**config.mk**
```make
export PLATFORM = sky130hd
export DESIGN_NAME = inv_sub_bytes_seq
export DESIGN_NICKNAME = d
export VERILOG_FILES = /design/src/rtl/inv_sub_bytes_seq.sv
export SDC_FILE = /design/constraint.sdc
export NUM_CORES = 2
export LEC_CHECK = 0
export CAP_MARGIN = 5
export CORE_MARGIN = 2
export CORE_UTILIZATION = 50
export CTS_BUF_LIST = sky130_fd_sc_hd__clkbuf_16
export DETAILED_ROUTE_END_ITERATION = 6
export PLACE_DENSITY = 0.68
export SETUP_SLACK_MARGIN = 0.1
export SYNTH_ARGS = -nofsm -noshare
export SYNTH_HDL_FRONTEND = slang
export SYNTH_SLANG_ARGS = --single-unit
```
**constraint.sdc**
```tcl
create_clock -name clk -period 31.4 [get_ports clk]
set_input_delay 3.14 -clock clk [delete_from_list [all_inputs] [get_ports clk]]
set_output_delay 3.14 -clock clk [all_outputs]
set_load 0.02 [all_outputs]
```
**src/rtl/inv_sub_bytes_seq.sv**
```systemverilog
// Iterative AES InvSubBytes stage. A 128-bit state is captured on accept, then
// BYTES_PER_CYCLE bytes per cycle are replaced by their inverse S-box value,
// most significant chunk first. The finished state is held until taken downstream.
module inv_sub_bytes_seq #(
  parameter int unsigned BYTES_PER_CYCLE = 4
) (
  input  logic         clk,
  input  logic         rst_n,
  input  logic         in_valid,
  output logic         in_ready,
  input  logic [127:0] in_state,
  output logic         out_valid,
  input  logic         out_ready,
  output logic [127:0] out_state,
  output logic         busy
);

  localparam int unsigned NumChunks = 16 / BYTES_PER_CYCLE;
  localparam int unsigned CntW      = (NumChunks > 1) ? $clog2(NumChunks) : 1;
  localparam logic [CntW-1:0] LastCnt = CntW'(NumChunks - 1);

  typedef enum logic [1:0] {
    StIdle,
    StRun,
    StDone
  } state_e;

  state_e          state_q, state_d;
  logic [CntW-1:0] cnt_q, cnt_d;
  logic [127:0]    work_q, work_d;

  // GF(2^8) multiply modulo x^8 + x^4 + x^3 + x + 1.
  function automatic logic [7:0] gf_mul(input logic [7:0] a, input logic [7:0] b);
    logic [7:0] p;
    logic [7:0] aa;
    logic [7:0] bb;
    p  = 8'h00;
    aa = a;
    bb = b;
    for (int i = 0; i < 8; i++) begin
      if (bb[0]) begin
        p = p ^ aa;
      end
      aa = {aa[6:0], 1'b0} ^ (aa[7] ? 8'h1b : 8'h00);
      bb = {1'b0, bb[7:1]};
    end
    return p;
  endfunction

  // Multiplicative inverse as x^254 (maps 0 to 0, as the S-box requires).
  function automatic logic [7:0] gf_inv(input logic [7:0] x);
    logic [7:0] p;
    logic [7:0] r;
    p = x;
    r = 8'h01;
    for (int i = 1; i < 8; i++) begin
      p = gf_mul(p, p);
      r = gf_mul(r, p);
    end
    return r;
  endfunction

  // Inverse affine transform: y_i = x_(i+2) ^ x_(i+5) ^ x_(i+7) ^ 0x05_i.
  function automatic logic [7:0] inv_affine(input logic [7:0] x);
    logic [7:0] r2;
    logic [7:0] r5;
    logic [7:0] r7;
    r2 = {x[1:0], x[7:2]};
    r5 = {x[4:0], x[7:5]};
    r7 = {x[6:0], x[7]};
    return r2 ^ r5 ^ r7 ^ 8'h05;
  endfunction

  function automatic logic [7:0] inv_sbox(input logic [7:0] x);
    return gf_inv(inv_affine(x));
  endfunction

  // Next-state logic: capture, chunked substitution, hold until taken.
  always_comb begin
    logic [3:0] idx;
    logic [6:0] lsb;
    state_d = state_q;
    cnt_d   = cnt_q;
    work_d  = work_q;
    idx     = 4'h0;
    lsb     = 7'h00;
    unique case (state_q)
      StIdle: begin
        if (in_valid) begin
          work_d  = in_state;
          cnt_d   = '0;
          state_d = StRun;
        end
      end
      StRun: begin
        for (int l = 0; l < int'(BYTES_PER_CYCLE); l++) begin
          // Byte k lives at [127-8k -: 8], i.e. its LSB is at 8*(15-k) = {~k, 3'b0}.
          idx = 4'(int'(cnt_q) * int'(BYTES_PER_CYCLE) + l);
          lsb = {~idx, 3'b000};
          work_d[lsb +: 8] = inv_sbox(work_q[lsb +: 8]);
        end
        if (cnt_q == LastCnt) begin
          state_d = StDone;
        end else begin
          cnt_d = cnt_q + CntW'(1);
        end
      end
      StDone: begin
        if (out_ready) begin
          state_d = StIdle;
        end
      end
      default: state_d = StIdle;
    endcase
  end

  // State, chunk counter and working register.
  always_ff @(posedge clk or negedge rst_n) begin
    if (!rst_n) begin
      state_q <= StIdle;
      cnt_q   <= '0;
      work_q  <= '0;
    end else begin
      state_q <= state_d;
      cnt_q   <= cnt_d;
      work_q  <= work_d;
    end
  end

  // Outputs decode directly from registered state.
  always_comb begin
    in_ready  = (state_q == StIdle);
    out_valid = (state_q == StDone);
    busy      = (state_q != StIdle);
    out_state = work_q;
  end

endmodule

```
==> key figures <==
Clocking
  – Hold buffer count at cts: 0
  – H-tree levels: 4
  – Clk pin slew, worst setup/hold paths: 0.08 ns
  – Clk sinks: ~130
  – Maximum buffer depth of the clock tree: 2
  – CTS tree: done
  – Setup bufs post-CTS: 0
  – CTS Buf Count: 17
  – Root Buffer Master: clkbuf_16
  – Clock Latency Late Sink: ~0.48 ns
  – Cts repair resizes: 0

STA
  – Fin Hold WS: 0.515 ns
  – Unrepaired setup endpoints after global routing: no
  – Worst Tran Pin Value: 1.38 ns
  – Period utilization: a little over three fifths
  – Fin. max-slew vios: 0
  – Fin crit period: 19.70 ns
  – Max Freq: 50.8 MHz
  – Worst slew margin: 7.74%
  – Setup Viol. Count Final: 0
  – Fin Setup TNS: 0 ns
  – Clock Skews: 0.0268 ns
  – Fin. Hold Viols: 0

Yosys
  – Post-synth EDFFs: 0
  – Sequential share of the synthesized area: 5.56%
  – #FFs+latches synth: around 130
  – Async SR Flop Fraction: 100%
  – Syn_nets: between 8,000 and 9,000
  – Area of the mapped netlist: roughly 59,000 sq um
  – Syn Inst Count: 7,870
  – Syn avg cell area: 7.55 sq um
  – Yosys warns: 0
  – Unique masters post-synth: 120
  – Top_reg_cell synth: dfrtp_1

Min path
  – Worst hold path type: flip-flop to flip-flop
  – Hold Path Sink: out_state[120]
  – Min-delay src: out_state[120]
  – Hold Crit Depth: 2

Placement
  – Number of buffers added on ports: 262
  – GP Congestion: 1.01
  – Dpl hpwl: between 100 and 150 mm

Route
  – Via density: between 6 and 7
  – TritonRoute pass-1 iters: 7
  – DRC violations left: 0
  – Starting DRT DRC Count: between 6,000 and 7,000
  – DR WL/cell: ~21 microns
  – Vias post-DR: between 50,000 and 60,000
  – WL final: 201 mm
  – ANT nets after route: 0

Flow run
  – Maximum capacitance violations: 0

Critical path
  – Crit path launch type: flip-flop
  – Setup slack, reg-to-reg: 11.70 ns
  – Worst Path Buf+Inv: 6
  – Worst endpoint required time: 31.71 ns
  – Most frequent CP cell: nor2_1
  – Top Family by Delay on Critical Path: compound AO/OA/AOI/OAI gates
  – CP max stage delay: 0.85 ns
  – FF-to-FF End: out_state[33]
  – CP Data Arrival Time: roughly 20 ns
  – Worst Path Max Fanout: 37
  – CP Class: flip-flop to flip-flop
  – Cells on worst reg2reg path: 54
  – Critical Path End Type: flip-flop
  – CP max stage cell: nor3_1
  – FF-to-FF Start: cnt_q[1]

Global routing
  – Total GRT Usage: between 30% and 40%
  – Largest net degree at the start of global routing: around 80
  – Number of global-route vias before repair: ~53,000
  – Global-route wire length before repair: 312 mm
  – Initial antenna violation count: 15
  – Overflow after GRT: 0

Finish
  – Area growth syn-to-layout: 8.40%
  – Multi-input logic area: 54,000 sq um
  – Fin nets: between 8,000 and 9,000
  – Register Area: between 3000 and 4000 sq um
  – FILL cells: 11,100
  – Share of layout cells above drive strength 1: between 7 and 8%

Floorplanning
  – Die height: 349 microns
  – Die width: 349 microns
  – Total core area: approximately 120,000 sq um
  – Initial core utilization: about half
  – Die ar.: 122,000 sq um
  – IO Pins: 263
  – Core Rows: between 100 and 150

Status
  – Run status: finished, final reports clean
==> worst max path at each step <==
stage / to / slack (ns) / cells after the start / start
6_report: out_state[33] / 11.70 / 54 / cnt_q[1]
5_1_grt: out_state[116] / 10.52 / 48 / cnt_q[0]
4_1_cts: out_state[52] / 11.81 / 48 / cnt_q[0]
3_5_place_dp: out_state[52] / 11.86 / 48 / cnt_q[0]
3_3_place_gp: out_state[84] / 11.96 / 48 / cnt_q[0]
2_1_floorplan: out_state[5] / 15.72 / 61 / cnt_q[0]
==> cell families (layout without fill, tap and decap cells) <==
kind of cell	Yosys count	count (layout)	synth area share, %
mux	243	243	4.90
compound gates	1686	1686	18.5
flops	132	132	5.56
other cells	0	3	0
xor+xnor	2442	2442	46.4
simple gates	2733	2733	19.7
buf+inv	603	606	4.32
fa+ha+maj	31	31	0.627
==> through the flow <==
stage               util [%]  setup slack (ns)  instance area [sq um]  instances
detailed placement      54.1             11.86                  63800       9377
global route            54.6             10.52                  64400       9409
global placement        54.1             11.96                  63800       9377
floorplan                  -             15.72                  59400       7870
finish                  54.6             11.70                  64400       9412
CTS                     54.6             11.81                  64400       9409
==> layout make-up <==
type / count / share of cell area [%]
tap: 1536 / 2.98
clock buffer: 17 / 0.660
inverter: 96 / 0.559
sequential: 132 / 5.13
clock inverter: 15 / 0.249
antenna: 3 / 0.0117
timing repair buffer: 478 / 6.59
multi-input combinational: 7135 / 83.8
==> state kept, by name (all words and copies together), names as in the netlist <==
register,flops
cnt_q,2
out_state,128
state_q,2
==> cells in the final DEF (no fill, tap or decap), drive strengths merged, types with 94 or more instances in the layout <==
| cell type | Yosys | final |
|---|---|---|
| a21oi | 413 | 413 |
| buf | 181 | 217 |
| clkdlybuf4s50 | 0 | 261 |
| dfrtp | 132 | 132 |
| inv | 83 | 94 |
| mux2i | 173 | 173 |
| nand2 | 802 | 802 |
| nand3 | 161 | 161 |
| nor2 | 1236 | 1236 |
| nor3 | 175 | 175 |
| o21ai | 373 | 373 |
| o22ai | 177 | 177 |
| xnor2 | 1662 | 1662 |
| xnor3 | 303 | 303 |
| xor2 | 428 | 428 |
==> layer usage <==
metal,track usage [%],routed length [microns],vias up
li1,-,-,27200
met2,50.1,90200,2842
met5,0.160,145,-
met4,8.61,5870,22
met3,6.05,19700,414
met1,43.7,85500,27800
==> cell usage after synthesis (all sizes together) (173+ instances only) <==
cell	instances	area (sq um)
a21oi	413	2070
buf	181	985
clkbuf	326	1220
mux2i	173	1750
nand2	802	3020
nor2	1236	4660
nor3	175	886
o21ai	373	1870
o22ai	177	1110
xnor2	1662	15500
xnor3	303	6850
xor2	428	3990
==> tightest hold or removal path, cell delays in order (launching register included) <==
cell	delay [ns]
dfrtp_1	0.37
nand2_1	0.05
o21ai_0	0.06
Power is not shown: default switching activity piles up to over one toggle a cycle in this logic, so the estimate is an artifact.
